`src/rtl/picobus_fifo_slave.sv`:
```
// PicoBus target with ID/CTRL/STATUS/SCRATCH registers and 128-bit TX/RX FIFO data ports.
// Optional build macro PICOBUS_FIFO_LOOPBACK_EN adds CTRL.LOOPBACK (TX head feeds the RX FIFO).
module picobus_fifo_slave #(
    parameter logic [31:0] BASE_ADDR  = 32'h0001_0000,
    parameter logic [31:0] ID_VALUE   = 32'h5046_0001,
    parameter int          DEPTH_LOG2 = 4
) (
    input  logic         PicoClk,
    input  logic         PicoRst,
    input  logic [31:0]  PicoAddr,
    input  logic         PicoWr,
    input  logic [127:0] PicoDataIn,
    input  logic         PicoRd,
    output logic [127:0] PicoDataOut,
    output logic         tx_valid,
    input  logic         tx_rdy,
    output logic [127:0] tx_data,
    input  logic         rx_valid,
    output logic         rx_rdy,
    input  logic [127:0] rx_data
);
    localparam int DEPTH = 1 << DEPTH_LOG2;
    localparam int CW    = DEPTH_LOG2 + 1;
    localparam logic [DEPTH_LOG2-1:0] PTR_ONE  = DEPTH_LOG2'(1);
    localparam logic [CW-1:0]         CNT_FULL = CW'(DEPTH);

    localparam logic [3:0] OFF_ID      = 4'd0;
    localparam logic [3:0] OFF_CTRL    = 4'd1;
    localparam logic [3:0] OFF_STATUS  = 4'd2;
    localparam logic [3:0] OFF_SCRATCH = 4'd3;
    localparam logic [3:0] OFF_TXDATA  = 4'd4;
    localparam logic [3:0] OFF_RXDATA  = 4'd5;

    logic [127:0]          tx_mem [DEPTH];
    logic [127:0]          rx_mem [DEPTH];
    logic [DEPTH_LOG2-1:0] tx_wptr, tx_rptr, rx_wptr, rx_rptr;
    logic [CW-1:0]         tx_count, rx_count;
    logic                  tx_overflow, rx_underflow;
    logic [127:0]          scratch;
    logic                  loop_en;
    logic                  lb_xfer;
    logic [127:0]          rx_push_data;
    logic [127:0]          rdata_next;

    logic       hit, bus_wr, bus_rd, flush, status_wr;
    logic [3:0] offset;
    logic       tx_full, tx_empty, rx_full, rx_empty;
    logic       tx_push_req, tx_push, tx_pop, tx_ovf_set;
    logic       rx_pop_req, rx_push, rx_pop, rx_unf_set;
    logic       unused_addr_lsbs;

    assign unused_addr_lsbs = ^PicoAddr[3:0];

    assign hit       = (PicoAddr[31:8] == BASE_ADDR[31:8]);
    assign offset    = PicoAddr[7:4];
    assign bus_wr    = hit && PicoWr;
    assign bus_rd    = hit && PicoRd;
    assign flush     = bus_wr && (offset == OFF_CTRL) && PicoDataIn[0];
    assign status_wr = bus_wr && (offset == OFF_STATUS);

    assign tx_full  = (tx_count == CNT_FULL);
    assign tx_empty = (tx_count == '0);
    assign rx_full  = (rx_count == CNT_FULL);
    assign rx_empty = (rx_count == '0);

`ifdef PICOBUS_FIFO_LOOPBACK_EN
    assign lb_xfer      = loop_en && !tx_empty && !rx_full && !flush;
    assign rx_push_data = lb_xfer ? tx_mem[tx_rptr] : rx_data;
`else
    assign loop_en      = 1'b0;
    assign lb_xfer      = 1'b0;
    assign rx_push_data = rx_data;
`endif

    assign tx_valid = !loop_en && !tx_empty;
    assign tx_data  = tx_mem[tx_rptr];
    assign rx_rdy   = !PicoRst && !loop_en && !rx_full;

    // Flush overrides every push and pop in the same cycle, including stream handshakes.
    assign tx_pop      = !flush && ((tx_valid && tx_rdy) || lb_xfer);
    assign tx_push_req = bus_wr && (offset == OFF_TXDATA);
    assign tx_push     = !flush && tx_push_req && (!tx_full || tx_pop);
    assign tx_ovf_set  = !flush && tx_push_req && tx_full && !tx_pop;

    assign rx_push    = !flush && ((rx_valid && rx_rdy) || lb_xfer);
    assign rx_pop_req = bus_rd && (offset == OFF_RXDATA);
    assign rx_pop     = !flush && rx_pop_req && !rx_empty;
    assign rx_unf_set = !flush && rx_pop_req && rx_empty;

    // NOTE: every variable assigned in always_comb gets a default first, so no latch is inferred.
    always_comb begin
        rdata_next = '0;
        if (bus_rd) begin
            case (offset)
                OFF_ID: begin
                    rdata_next[31:0]  = ID_VALUE;
                    rdata_next[39:32] = 8'(DEPTH_LOG2);
                end
                OFF_CTRL:    rdata_next[1] = loop_en;
                OFF_STATUS: begin
                    rdata_next[15:0]  = 16'(tx_count);
                    rdata_next[31:16] = 16'(rx_count);
                    rdata_next[32]    = tx_full;
                    rdata_next[33]    = tx_empty;
                    rdata_next[34]    = rx_full;
                    rdata_next[35]    = rx_empty;
                    rdata_next[36]    = tx_overflow;
                    rdata_next[37]    = rx_underflow;
                end
                OFF_SCRATCH: rdata_next = scratch;
                OFF_RXDATA:  rdata_next = rx_empty ? '0 : rx_mem[rx_rptr];
                default:     rdata_next = '0;
            endcase
        end
    end

    // NOTE: sequential state uses non-blocking assignments only, so every block sees pre-edge values.
    always_ff @(posedge PicoClk) begin
        if (PicoRst) begin
            PicoDataOut  <= '0;
            tx_wptr      <= '0;
            tx_rptr      <= '0;
            tx_count     <= '0;
            rx_wptr      <= '0;
            rx_rptr      <= '0;
            rx_count     <= '0;
            tx_overflow  <= 1'b0;
            rx_underflow <= 1'b0;
            scratch      <= '0;
        end else begin
            PicoDataOut <= rdata_next;
            if (flush) begin
                tx_wptr      <= '0;
                tx_rptr      <= '0;
                tx_count     <= '0;
                rx_wptr      <= '0;
                rx_rptr      <= '0;
                rx_count     <= '0;
                tx_overflow  <= 1'b0;
                rx_underflow <= 1'b0;
            end else begin
                if (tx_push) tx_wptr <= tx_wptr + PTR_ONE;
                if (tx_pop)  tx_rptr <= tx_rptr + PTR_ONE;
                if (rx_push) rx_wptr <= rx_wptr + PTR_ONE;
                if (rx_pop)  rx_rptr <= rx_rptr + PTR_ONE;
                tx_count <= tx_count + CW'(tx_push) - CW'(tx_pop);
                rx_count <= rx_count + CW'(rx_push) - CW'(rx_pop);

                if (tx_ovf_set)                        tx_overflow <= 1'b1;
                else if (status_wr && PicoDataIn[36])  tx_overflow <= 1'b0;
                if (rx_unf_set)                        rx_underflow <= 1'b1;
                else if (status_wr && PicoDataIn[37])  rx_underflow <= 1'b0;
            end
            if (bus_wr && (offset == OFF_SCRATCH)) scratch <= PicoDataIn;
        end
    end

`ifdef PICOBUS_FIFO_LOOPBACK_EN
    always_ff @(posedge PicoClk) begin
        if (PicoRst)                                loop_en <= 1'b0;
        else if (bus_wr && (offset == OFF_CTRL))    loop_en <= PicoDataIn[1];
    end
`endif

    // NOTE: FIFO storage is not reset; pointers and counts alone define which entries are valid.
    always_ff @(posedge PicoClk) begin
        if (tx_push) tx_mem[tx_wptr] <= PicoDataIn;
        if (rx_push) rx_mem[rx_wptr] <= rx_push_data;
    end

endmodule

```
`config.mk`:
```
export PLATFORM = sky130hd
export DESIGN_NAME = picobus_fifo_slave
export DESIGN_NICKNAME = d
export VERILOG_FILES = /design/src/rtl/picobus_fifo_slave.sv
export SDC_FILE = /design/constraint.sdc
export NUM_CORES = 2
export LEC_CHECK = 0
export CAP_MARGIN = 20
export CORE_MARGIN = 5
export CORE_UTILIZATION = 30
export CTS_BUF_LIST = sky130_fd_sc_hd__clkbuf_4
export DETAILED_ROUTE_END_ITERATION = 8
export SLEW_MARGIN = 15
export SYNTH_ARGS = -nofsm -noshare
export SYNTH_HDL_FRONTEND = slang
export SYNTH_SLANG_ARGS = --single-unit
```
`constraint.sdc`:
```
create_clock -name PicoClk -period 34.2 [get_ports PicoClk]
set_input_delay 5.13 -clock PicoClk [delete_from_list [all_inputs] [get_ports PicoClk]]
set_output_delay 5.13 -clock PicoClk [all_outputs]
set_load 0.02 [all_outputs]
```
==> results.md <==
- Status: finished, final reports clean
- Worst vdd ir: 0.04738 mV
- Most frequent cell after synthesis: edfxtp_1
- Net Count, Synth: a little under 8000
- Largest net degree at the start of global routing: 148
- Area post-placement: about 180000 µm²
- Tot Pwr: 11.63 mW
- Final hold viol count: 0
- Synth cell count leaders: 4096 x edfxtp_1, 1038 x mux4_2, 292 x dfxtp_1, 291 x a21oi_1, 285 x nand2_1
- Post-CTS sizing: 0
- Post-DR vias/cell: 4.887
- WP data arrival: 7250 ps
- Clock skew: 258.1 ps
- WS Path Type: register to primary output
- Max FO, Critical Path: 44
- CTS Buf Count: 1166
- Share of the synthesized area in the top cell type: 0.7472
- Fmax: 80.80 MHz
- Max-slew violations: 0
- Tightest Pin Transition: 1200 ps
- Vias in the first global route: 87932
- Worst Hold Class: register to register
- Leading area contributor after synthesis: edfxtp_1
- DR WL/cell: 27.28 µm
- Setup-failing EPs final: 0
- Die height: 750.8 µm
- Post-Synthesis Cells: around 7400
- Register area: 128900 µm²
- Final instance area: around 190000 µm²
- First-pass GRT wire length: 643600 µm
- Later-pin clock latency in the skew report: 1760 ps
- Initial core utilization: 0.3004
- Final Critical Period: approximately 12000 ps
- Final WS setup: 21820 ps
- Power Density: 60.10 nW/µm²
- Area growth, synth to finish: 17.51%
- Hpwl dp: 264600 µm
- Routed WL: 462900 µm
- Sequential share of the synthesized area: 0.7827
- Syn Area/Cell: 22.33 µm²
- Synth Register Bits: 4388
- Top Metal Used: met5
- CTS tree: yes
- Gr usage total: 0.1620
- WL met1: 178700 µm
- Multi-input combinational cell area: 34110 µm²
- Clock buffer depth: 5
- Top cells by area, synth: edfxtp_1 75%, mux4_2 14%, dfxtp_1 3.6%
- Row count: 272
- DIE AREA: 563600 µm²
- Port bufs: 547
- Die width: ~750 µm
- Pre-CTS setup slack: 22750 ps
- Max-slew headroom: 0.1999
- Post-CTS Setup Inserts: 0
- Setup crit start kind: register
- DR WL met3: 31440 µm
- Layout cells sized above 1: 0.3278
- Hold_buf cts: 0
- Met2 routed WL: 236200 µm
- DR DRC count: 0
- Max-cap violations: 0
- Area of the core: 547900 µm²
- Leakage power: 58.18 nW
- H-tree Lvls: 7
- RSZ-0062 raised after global routing: false
- Post-Synthesis Cell Area: about 160000 µm²
- Nets@finish: 9152
- Async set or reset register ratio after synthesis: 0
- Total global routing overflow: 0
- Yosys cell types: 52
- Initial antenna violation count: 143
- Synth Flop Type: edfxtp_1
- EDFF count, synth: a little over 4000
- CP required: 29070 ps
- CTS sink count: 4388
- Setup TNS: 0 ps
- Fill cell count: 50824
- Ports: 552
- CP endpoint kind: primary output
- Remaining antenna violation count: 0
- CTS clock-pin slew for the worst setup and hold paths: ~70 ps
- DR vias: 82911
- Synth warn: 0
- Initial DRC Count: around 7700
- Post-route clock period utilization: 0.3619
- Root buffer cell: clkbuf_4
- TritonRoute pass-1 iters: 6
- GP Congestion: 0.7980
## layout make-up
| cell class | count | area share |
|---|---|---|
| diodes | 73 | 0.0009443 |
| clock buffers | 1672 | 0.06489 |
| clock inverters | 291 | 0.007613 |
| inverters | 22 | 0.0004269 |
| multi-input cells | 2538 | 0.1763 |
| flip-flops and latches | 4388 | 0.6662 |
| well taps | 7261 | 0.04696 |
| repair buffers | 719 | 0.03666 |
## cell families (layout without fill, tap and decap cells)
| logic type | after synthesis | in the layout | share of synthesized area |
|---|---|---|---|
| compound gates | 673 | 673 | 0.02629 |
| xor+xnor | 11 | 11 | 0.0005852 |
| fa+ha+maj | 23 | 23 | 0.001839 |
| buf+inv | 447 | 2704 | 0.01169 |
| flops | 4388 | 4388 | 0.7827 |
| mux | 1395 | 1395 | 0.1648 |
| other cells | 0 | 73 | 0 |
| simple gates | 436 | 436 | 0.01214 |
## critical path, stage by stage (launching register included)
cell and delay (ps):
dfxtp_4 720, buf_4 620, buf_4 750, buf_4 820, buf_4 730, mux4_2 600, mux4_2 500, clkdlybuf4s50_1 660
## registers in the layout, summed over array words and instances (netlist names), 5 cells and up, named ones only
| signal | flops |
|---|---|
| PicoDataOut | 128 |
| tx_mem | 2048 |
| rx_count | 5 |
| tx_count | 5 |
| rx_mem | 2048 |
| scratch | 128 |
## metal layers
layer / up-vias / GRT usage
met3: 761 / 0.04127
met4: 42 / 0.08003
li1: 34818 / -
met1: 43923 / 0.1936
met5: - / 0
met2: 3367 / 0.2723
## where the power goes
group          internal, mW  total (mW)  switching [mW]
Clock                  2.33        4.37            2.04
Sequential             5.89        5.92          0.0301
Combinational         0.666        1.34           0.671
## metrics by stage
stage | hold WS [ps] | std cells | utilization
3_3_place_gp | 458.2 | 14921 | 0.3268
3_5_place_dp | 452.0 | 14924 | 0.3269
4_1_cts | 363.0 | 16887 | 0.3525
6_report | 430.3 | 16964 | 0.3530
2_1_floorplan | 427.4 | 7373 | -
5_1_grt | 420.0 | 16942 | 0.3529
## cells in the final DEF (no fill, tap or decap), drive strengths merged, types with 45 or more instances in the layout
| cell | instances |
|---|---|
| mux2 | 136 |
| mux4 | 1038 |
| a21oi | 291 |
| a22oi | 225 |
| o211ai | 106 |
| diode | 73 |
| clkbuf | 1672 |
| clkinv | 255 |
| edfxtp | 4096 |
| nor2 | 45 |
| clkdlybuf4s50 | 546 |
| nand2 | 286 |
| mux2i | 221 |
| dfxtp | 292 |
| buf | 173 |
## worst paths after layout
kind / startpoint / slack (ps) / to / depth (start not counted)
worst max-delay path: register / 21820 / tx_data[75] / 7
worst min-delay path: tx_rptr[3] / 430 / register / 2
worst max register to register: register / 28810 / PicoDataOut[111] / 9
worst min register to register: tx_rptr[3] / 430 / register / 2
Power figures use the tool's default switching activity.
